[src/rtl/cluster_rate_meter_pkg.sv]
// Shared helpers for the cluster rate meter: window length, bar thresholds,
// saturating arithmetic (64-bit internal math) and the bar FSM state type.
package cluster_rate_meter_pkg;

    typedef enum logic [1:0] {
        ST_IDLE = 2'd0,
        ST_CMP  = 2'd1,
        ST_LOAD = 2'd2
    } bar_state_t;

    function automatic logic [63:0] window_len(input logic [63:0] freq, input int speedup);
        return freq >> speedup;
    endfunction

    function automatic logic [63:0] all_ones(input int width);
        return (width >= 64) ? {64{1'b1}} : ((64'd1 << width) - 64'd1);
    endfunction

    function automatic logic [63:0] pow10(input int n);
        logic [63:0] v;
        v = 64'd1;
        for (int k = 0; k < n; k++) begin
            v = v * 64'd10;
        end
        return v;
    endfunction

    // Threshold for bar segment i, clamped to the largest representable rate.
    function automatic logic [63:0] threshold(input int i, input int log_mode,
                                              input int step, input int width);
        logic [63:0] t;
        t = (log_mode != 0) ? pow10(i + 1) : (64'(i + 1) * 64'(step));
        if (t > all_ones(width)) begin
            t = all_ones(width);
        end
        return t;
    endfunction

    function automatic logic add_saturates(input logic [63:0] a, input logic [63:0] b,
                                           input int width);
        return (a + b) > all_ones(width);
    endfunction

    function automatic logic [63:0] sat_add(input logic [63:0] a, input logic [63:0] b,
                                            input int width);
        return add_saturates(a, b, width) ? all_ones(width) : (a + b);
    endfunction

    function automatic logic shl_saturates(input logic [63:0] a, input int sh, input int width);
        return a > (all_ones(width) >> sh);
    endfunction

    function automatic logic [63:0] sat_shl(input logic [63:0] a, input int sh, input int width);
        return shl_saturates(a, sh, width) ? all_ones(width) : (a << sh);
    endfunction

endpackage

[src/rtl/cluster_rate_meter_bar_encoder.sv]
// Serial thermometer encoder: compares the published rate against one
// threshold per cycle and publishes the whole bar at once.
//
//   state   | meaning
//   IDLE    | waiting for a window to close
//   CMP     | comparing rate against threshold[idx], one segment per cycle
//   LOAD    | bar just published from the shadow, returning to IDLE
module rate_bar_encoder
    import cluster_rate_meter_pkg::*;
#(
    parameter int COUNTER_WIDTH = 32,
    parameter int BAR_WIDTH     = 8,
    parameter int LOGARITHMIC   = 1,
    parameter int BAR_STEP      = 100
) (
    input  logic                     clock,
    input  logic                     reset_n,
    input  logic                     clear,
    input  logic                     start,
    input  logic [COUNTER_WIDTH-1:0] rate,
    output logic [BAR_WIDTH-1:0]     bar
);

    localparam int IDX_W = (BAR_WIDTH > 1) ? $clog2(BAR_WIDTH) : 1;

    if (LOGARITHMIC != 0 && BAR_WIDTH > 9) begin : g_bad_bar
        $error("rate_bar_encoder: BAR_WIDTH must be <= 9 in logarithmic mode");
    end

    logic [COUNTER_WIDTH-1:0] thr_tab [BAR_WIDTH];

    for (genvar g = 0; g < BAR_WIDTH; g++) begin : g_thr
        assign thr_tab[g] = COUNTER_WIDTH'(threshold(g, LOGARITHMIC, BAR_STEP, COUNTER_WIDTH));
    end

    bar_state_t           state, state_next;
    logic [IDX_W-1:0]     idx, idx_next;
    logic [BAR_WIDTH-1:0] shadow, shadow_next;
    logic [BAR_WIDTH-1:0] bar_next;

    always_ff @(posedge clock or negedge reset_n) begin
        if (!reset_n) begin
            state  <= ST_IDLE;
            idx    <= '0;
            shadow <= '0;
            bar    <= '0;
        end else begin
            state  <= state_next;
            idx    <= idx_next;
            shadow <= shadow_next;
            bar    <= bar_next;
        end
    end

    // The bar is published on the edge into LOAD so it is visible during LOAD.
    always_comb begin
        state_next  = state;
        idx_next    = idx;
        shadow_next = shadow;
        bar_next    = bar;
        if (clear) begin
            state_next  = ST_IDLE;
            idx_next    = '0;
            shadow_next = '0;
            bar_next    = '0;
        end else if (start) begin
            state_next  = ST_CMP;
            idx_next    = '0;
            shadow_next = '0;
        end else begin
            case (state)
                ST_CMP: begin
                    shadow_next[idx] = (rate >= thr_tab[idx]);
                    if (idx == IDX_W'(BAR_WIDTH - 1)) begin
                        state_next = ST_LOAD;
                        idx_next   = '0;
                        bar_next   = shadow_next;
                    end else begin
                        idx_next = idx + IDX_W'(1);
                    end
                end
                ST_LOAD: state_next = ST_IDLE;
                default: state_next = ST_IDLE;
            endcase
        end
    end

endmodule

[src/rtl/cluster_rate_meter.sv]
// Cluster rate meter: sums per-BX cluster counts over a gate window, scales
// the sum to Hz and drives a thermometer bar for the rate LEDs.
module cluster_rate_meter
    import cluster_rate_meter_pkg::*;
#(
    parameter int CLK_FREQUENCY   = 40079000,
    parameter int SPEEDUP_FACTOR  = 4,
    parameter int COUNTER_WIDTH   = 32,
    parameter int INCREMENT_WIDTH = 8,
    parameter int BAR_WIDTH       = 8,
    parameter int LOGARITHMIC     = 1,
    parameter int BAR_STEP        = 100
) (
    input  logic                       clock,
    input  logic                       reset_n,
    input  logic [INCREMENT_WIDTH-1:0] increment_i,
    input  logic                       clear_i,
    output logic [COUNTER_WIDTH-1:0]   rate_o,
    output logic                       rate_valid_o,
    output logic [BAR_WIDTH-1:0]       progress_bar_o,
    output logic                       overflow_o
);

    localparam int WINDOW = int'(window_len(64'(CLK_FREQUENCY), SPEEDUP_FACTOR));
    localparam int CNT_W  = (WINDOW > 1) ? $clog2(WINDOW) : 1;

    if (WINDOW < 2) begin : g_bad_window
        $error("cluster_rate_meter: WINDOW must be at least 2");
    end
    if (COUNTER_WIDTH > 56 || INCREMENT_WIDTH > 56) begin : g_bad_width
        $error("cluster_rate_meter: widths must fit the 64-bit saturation math");
    end

    logic [CNT_W-1:0]         win_cnt;
    logic [COUNTER_WIDTH-1:0] acc;
    logic [COUNTER_WIDTH-1:0] acc_sum;
    logic [COUNTER_WIDTH-1:0] rate_scaled;
    logic                     acc_sat;
    logic                     rate_sat;
    logic                     terminal;

    assign terminal    = (win_cnt == CNT_W'(WINDOW - 1));
    assign acc_sat     = add_saturates(64'(acc), 64'(increment_i), COUNTER_WIDTH);
    assign acc_sum     = COUNTER_WIDTH'(sat_add(64'(acc), 64'(increment_i), COUNTER_WIDTH));
    assign rate_sat    = shl_saturates(64'(acc_sum), SPEEDUP_FACTOR, COUNTER_WIDTH);
    assign rate_scaled = COUNTER_WIDTH'(sat_shl(64'(acc_sum), SPEEDUP_FACTOR, COUNTER_WIDTH));

    always_ff @(posedge clock or negedge reset_n) begin
        if (!reset_n) begin
            win_cnt      <= '0;
            acc          <= '0;
            rate_o       <= '0;
            rate_valid_o <= 1'b0;
            overflow_o   <= 1'b0;
        end else if (clear_i) begin
            win_cnt      <= '0;
            acc          <= '0;
            rate_o       <= '0;
            rate_valid_o <= 1'b0;
            overflow_o   <= 1'b0;
        end else if (terminal) begin
            // The increment seen on the terminal cycle closes this window.
            win_cnt      <= '0;
            acc          <= '0;
            rate_o       <= rate_scaled;
            rate_valid_o <= 1'b1;
            if (acc_sat || rate_sat) begin
                overflow_o <= 1'b1;
            end
        end else begin
            win_cnt      <= win_cnt + CNT_W'(1);
            acc          <= acc_sum;
            rate_valid_o <= 1'b0;
            if (acc_sat) begin
                overflow_o <= 1'b1;
            end
        end
    end

    // Comparison starts the cycle rate_o takes its new value.
    rate_bar_encoder #(
        .COUNTER_WIDTH (COUNTER_WIDTH),
        .BAR_WIDTH     (BAR_WIDTH),
        .LOGARITHMIC   (LOGARITHMIC),
        .BAR_STEP      (BAR_STEP)
    ) u_bar (
        .clock   (clock),
        .reset_n (reset_n),
        .clear   (clear_i),
        .start   (terminal && !clear_i),
        .rate    (rate_o),
        .bar     (progress_bar_o)
    );

endmodule

[config.mk]
export PLATFORM = sky130hd
export DESIGN_NAME = cluster_rate_meter
export DESIGN_NICKNAME = d
export VERILOG_FILES = /design/src/rtl/cluster_rate_meter_pkg.sv /design/src/rtl/cluster_rate_meter_bar_encoder.sv /design/src/rtl/cluster_rate_meter.sv
export SDC_FILE = /design/constraint.sdc
export NUM_CORES = 1
export LEC_CHECK = 0
export ABC_AREA = 1
export CORE_MARGIN = 8
export CORE_UTILIZATION = 25
export CTS_BUF_LIST = sky130_fd_sc_hd__clkbuf_4
export DETAILED_ROUTE_END_ITERATION = 16
export HOLD_SLACK_MARGIN = 0.1
export PLACE_DENSITY_LB_ADDON = 0.15
export SYNTH_ARGS = -nofsm -noshare
export SYNTH_HDL_FRONTEND = slang
export SYNTH_SLANG_ARGS = --single-unit
[constraint.sdc]
create_clock -name clock -period 2.1 [get_ports clock]
set_input_delay 0.315 -clock clock [delete_from_list [all_inputs] [get_ports clock]]
set_output_delay 0.315 -clock clock [all_outputs]
set_load 0.02 [all_outputs]
==> results of run 1 <==
metal layers:
layer	track usage	wire length [um]
met1	0.175	9860
met2	0.213	9780
met3	0.0224	721
met4	0.0242	170
met5	0	0
sequential cells by signal, summed over array words and instances, names as in the netlist:
signal and flops:
acc 32, overflow_o 1, rate_o 29, rate_valid_o 1, u_bar.bar 8, u_bar.idx 3
u_bar.shadow 8, u_bar.state 2, win_cnt 22
timing repair:
action	4_1_cts	5_1_grt
endpoints found under the setup margin	54	71
gates resized for setup	42	149
pin swaps	13	59
hold endpoints to repair	79	0
buffers inserted	10	16
hold buffers	1	0
gates cloned	1	2
final timing paths:
kind	from	slack [ps]	end	cells after the start
worst max register to register	acc[0]$_DFF_PN0_	-250	rate_o[26]$_DFFE_PN0P_	18
worst min-delay path	reset_n	260	rate_o[6]$_DFFE_PN0P_	2
worst max-delay path	acc[0]$_DFF_PN0_	-250	rate_o[26]$_DFFE_PN0P_	18
worst min register to register	u_bar.shadow[0]$_DFFE_PN0P_	490	u_bar.shadow[0]$_DFFE_PN0P_	2
min in group clock	u_bar.shadow[0]$_DFFE_PN0P_	490	u_bar.shadow[0]$_DFFE_PN0P_	2
max in group asynchronous	reset_n	1220	rate_o[3]$_DFFE_PN0P_	3
metrics by stage:
| step | hold WS [ps] | std cells | power [uW] | worst slack, ps |
|---|---|---|---|---|
| 3_5_place_dp | 271 | 1319 | 3280 | -652 |
| 3_3_place_gp | 268 | 1319 | 3280 | -655 |
| 6_report | 258 | 1359 | 4540 | -248 |
| 2_1_floorplan | 19.4 | 839 | 2670 | -13.5 |
| 5_1_grt | 275 | 1359 | 4820 | -340 |
| 4_1_cts | 233 | 1347 | 4410 | -219 |
placed cells by master, fill, tap and decap left out, drive strengths merged, types with 2 or more instances in the layout:
cell,count
nand3,61
o22ai,2
xnor2,9
a22oi,9
a21oi,65
clkinv,4
nor4,11
ha,39
nand3b,6
or2,15
inv,90
xor2,12
clkbuf,11
buf,134
dfrtp,106
nand4,18
o21ai,18
clkdlybuf4s50,51
nand2,251
nor3,16
nor2,84
a31oi,2
critical path, stage by stage (launching register included):
cell and delay, ps:
dfrtp_1 410, ha_4 140, inv_2 30, fa_2 340
inv_2 60, nand2_2 60, nand2_4 100, nand3_2 70
nand2_2 80, nand2_1 50, nand2_1 70, nand3_1 90
nand2_2 90, nand2_2 70, nor2_4 130, nand2_2 80
nand2_4 140, clkbuf_16 190, nand3_2 50
area by class of cell:
type | instances | area (um2)
diodes | 1 | 2.50
clock buffers | 9 | 67.6
clock inverters | 7 | 51.3
fillers | 2728 | 16200
inverters | 88 | 347
multi-input cells | 625 | 4230
flip-flops and latches | 106 | 2660
well taps | 335 | 419
repair buffers | 188 | 1760
where the power goes:
part           total, uW  internal [uW]  switching (uW)
logic               1350            686             664
registers           2160           2110            50.3
clock network       1030            257             776
cells in the mapped netlist, types with 2 or more instances:
master / number
nand4_2: 2
nand3b_1: 6
a21oi_1: 64
clkinv_1: 2
o21ai_0: 18
inv_1: 78
a31oi_1: 2
nand4_1: 16
o22ai_1: 2
buf_2: 4
nand3_2: 3
a22oi_1: 9
nand2_4: 2
nor2_1: 74
nand3_1: 57
buf_4: 3
nand2_1: 231
nor4_1: 9
nor2_4: 2
inv_2: 8
or2_2: 15
xor2_1: 12
dfrtp_1: 106
nor4_2: 2
clkbuf_1: 11
ha_1: 39
nor2_2: 8
xnor2_1: 9
nor3_1: 15
nand2_2: 18
kinds of logic after synthesis:
logic type               Yosys count  synth area share
adder cells (fa/ha/maj)           40            0.0786
buffers and inverters            108            0.0689
flip-flops                       106             0.410
XOR/XNOR                          21            0.0285
AND/OR/NAND/NOR                  464             0.330
AO/OA/AOI/OAI                    100            0.0840
==> flow_metrics.tcl, run 1 <==
set metrics [dict create \
    gr-total-overflow 0 \
    power_density_nw_per_um2 476 \
    yosys_warnings 0 \
    rsz0062_at_grt "yes" \
    path_max_fanout 8 \
    fin_util 0.371 \
    grt_max_degree 48 \
    cp-start-kind "register" \
    synthTopCellsByArea "dfrtp_1 (41%), nand2_1 (13%), ha_1 (7.6%)" \
    final.period_utilization 1.12 \
    synth-edff-count 0 \
    syn_area_um2 6460 \
    syn-num-nets 890 \
    clock_latency_ps 490 \
    area_growth_pct 47.4 \
    ioPinCount 53 \
    slew_headroom 0.672 \
    worst_pin_slew_ps 488 \
    ir_drop_v 0.000249 \
    drt-pass1-iter-count 5 \
    cts_tree "built" \
    grt_antenna_before_repair 1 \
    coreArea_um2 25700 \
    setup_viol 49 \
    synth-seq-cells 106 \
    drc_errors 0 \
    cts_buffer_depth 2 \
    fin_crit_ps 2350 \
    numPortBuffers 52 \
    cts_buffers 9 \
    via_count 6093 \
    clk_pin_slew_ps 190 \
    synth_top_area_frac 0.410 \
    cp-end-kind "register" \
    start_util 0.252 \
    cts_root_buffer "clkbuf_4" \
    critical_path_class "reg -> reg" \
    synth.distinct_cells 42 \
    die_h_um 177 \
    routed_wl_um 20500 \
    dieArea_um2 31300 \
    hpwl_um 15200 \
    violations "negative setup slack" \
    async_flop_share 1.00 \
    hold_class "in -> async" \
    synthFlopType "dfrtp_1" \
    fmax_mhz 426 \
    status "finished, violations left" \
    arrival_ps 2730 \
    setup-tns-final_ps -8810 \
    grt_pass1_vias 6049 \
    postPlaceCellArea_um2 8350 \
    setup_ws_ps -248 \
    place_congestion 0.820 \
    via_per_inst 4.48 \
    cts_sinks 106 \
    synthCells 839 \
    rows 59 \
    die_x_um 177 \
    yosys.area.top_type "dfrtp_1" \
    grt_pass1_wl_um 32200 \
    ant_nets 0 \
    fin_skew_ps 23.4 \
    slew_viol_final 0 \
    seq_area_frac_synth 0.410 \
    final_nets 1069 \
    drive_above_1_share 0.349 \
    wl_per_cell_um 15.1 \
    critPathRequiredTime_ps 2480 \
    grt_usage 0.129 \
    drt_iter0_markers 253 \
    avgSynthCellArea_um2 7.70 \
    stdcell_area_um2 9530 \
    cap_violations 0 \
    hold_violations 0 \
    cts_max_level 3 \
    leakage_uw 0.00456 \
]
(Power assumes the default switching activity.)
==> run 2: changes to the inputs <==
--- a/config.mk
+++ b/config.mk
@@ -12,6 +12,7 @@
 export DETAILED_ROUTE_END_ITERATION = 16
 export HOLD_SLACK_MARGIN = 0.1
 export PLACE_DENSITY_LB_ADDON = 0.15
+export SLEW_MARGIN = 5
 export SYNTH_ARGS = -nofsm -noshare
 export SYNTH_HDL_FRONTEND = slang
 export SYNTH_SLANG_ARGS = --single-unit
==> results of run 2 <==
Same layout as run 1: the final DEF is identical, and so are final timing and power.
==> run 3: changes to the inputs <==
--- a/config.mk
+++ b/config.mk
@@ -12,6 +12,7 @@
 export DETAILED_ROUTE_END_ITERATION = 16
 export HOLD_SLACK_MARGIN = 0.1
 export PLACE_DENSITY_LB_ADDON = 0.15
+export SKIP_CTS_REPAIR_TIMING = 1
 export SLEW_MARGIN = 5
 export SYNTH_ARGS = -nofsm -noshare
 export SYNTH_HDL_FRONTEND = slang
==> run 3 against run 2 <==
  * The run still ends with negative setup slack left
  * Die area unchanged
  * Sequential power about the same
  * Register-to-register slack about the same
  * Non-clock buffer count fell by 11
  * Total power about the same
  * Highest routed layer unchanged
==> flow_metrics.tcl, run 3 (same netlist as run 1, synthesis figures left out) <==
set metrics [dict create \
    status "finished, violations left" \
    violations "negative setup slack" \
    drive_above_1_share 0.320 \
    stdcell_area_um2 9250 \
    die_x_um 177 \
    nFillCells 2747 \
    via_per_inst 4.46 \
    hpwl_um 15200 \
    startpoint "u_bar.idx[0]$_DFFE_PN0P_" \
    hold_class "in -> async" \
    die_h_um 177 \
    rows 59 \
    cts_buffer_depth 2 \
    layout_commonest_cell "nand2_1" \
    final.period_utilization 1.11 \
    regMostFlops "acc" \
    dieArea_um2 31300 \
    ioPinCount 53 \
    largest_reg_flops 32 \
    path_max_fanout 8 \
    cts_buffers 9 \
    power_density_nw_per_um2 490 \
    final_cell_mix "nand2_1 (191), buf_4 (106), dfrtp_1 (103)" \
    hold_ws_ps 254 \
    wl_per_cell_um 14.9 \
    fin_crit_ps 2340 \
    cp-end-kind "register" \
    setup-tns-final_ps -8880 \
    worst_pin_slew_ps 500 \
    slew_viol_final 0 \
    cts_root_buffer "clkbuf_4" \
    setup_viol 48 \
    via_count 6017 \
    slew_headroom 0.664 \
    grt_pass1_wl_um 31700 \
    postPlaceCellArea_um2 8350 \
    grt_usage 0.127 \
    fin_skew_ps 26.4 \
    cap_violations 0 \
    clk_pin_slew_ps 180 \
    seq_area_um2 2660 \
    place_congestion 0.820 \
    fin_util 0.360 \
    grt_pass1_vias 5974 \
    critical_path_class "reg -> reg" \
    ir_drop_v 0.000257 \
    multi_input_area_um2 4080 \
    total_power_uw 4540 \
    grt_antenna_before_repair 1 \
    clock_latency_ps 490 \
    numPortBuffers 52 \
    drc_errors 0 \
    rsz0062_at_grt "yes" \
    critPathRequiredTime_ps 2490 \
    final_nets 1058 \
    drt_iter0_markers 257 \
    start_util 0.252 \
    hold_violations 0 \
    ant_nets 0 \
    cts_sinks 106 \
    fmax_mhz 428 \
    coreArea_um2 25700 \
    setup_ws_ps -236 \
    cts_tree "built" \
    cp-start-kind "register" \
    routed_wl_um 20000 \
    arrival_ps 2730 \
    area_growth_pct 43.2 \
    gr-total-overflow 0 \
    drt-pass1-iter-count 4 \
    leakage_uw 0.00444 \
    reg.largest.list "acc: 32 flops, rate_o: 29 flops, win_cnt: 22 flops" \
    rr_startpoint "u_bar.idx[0]$_DFFE_PN0P_" \
    grt_max_degree 48 \
    cts_max_level 3 \
]
==> run 3: critical path, stage by stage (launching register included) <==
cell and delay [ps]:
dfrtp_2 500, inv_4 70, buf_4 140, ha_4 160, or2_4 250, ha_4 160, a21oi_2 130, o21ai_1 70
nand2_1 60, o211ai_1 90, a21oi_2 200, buf_12 170, nand3_2 100, nand3_1 90, nand2_1 50
==> run 3: final cells by class <==
type | count | area share
Sequential cell | 106 | 0.287
Clock buffer | 9 | 0.00730
Antenna cell | 1 | 0.000270
Inverter | 88 | 0.0375
Timing Repair Buffer | 177 | 0.176
Clock inverter | 7 | 0.00554
Tap cell | 335 | 0.0453
Multi-Input combinational cell | 625 | 0.441
==> run 3: per-layer routing <==
metal  part of all wire  vias up  GRT usage
met5                  0        -          0
met4             0.0056        0     0.0242
met3              0.028        7     0.0224
met2               0.48       47      0.210
met1               0.49     2883      0.172
li1                   -     3080          -
==> run 3: power breakdown <==
group	total, uW	switching, uW	internal (uW)
sequential	2160	50.6	2110
clock	1030	775	257
combinational	1350	670	680
total	4540	1500	3040
==> run 3: metrics by stage <==
| step | std cells | setup slack, ps |
|---|---|---|
| after floorplan | 839 | -13.5 |
| final | 1348 | -236 |
| after detailed placement | 1319 | -652 |
| after CTS | 1335 | -361 |
| after global routing | 1348 | -394 |
| after global placement | 1319 | -655 |
==> run 3: path summary, 6_finish.rpt <==
path | end | slack, ps | cells past startpoint
max | u_bar.shadow[4]$_DFFE_PN0P_ | -240 | 14
min | u_bar.bar[1]$_DFFE_PN0P_ | 250 | 2
max reg2reg | u_bar.shadow[4]$_DFFE_PN0P_ | -240 | 14
min reg2reg | u_bar.shadow[4]$_DFFE_PN0P_ | 500 | 2
max in group asynchronous | acc[24]$_DFF_PN0_ | 1230 | 3
min in group clock | u_bar.shadow[4]$_DFFE_PN0P_ | 500 | 2
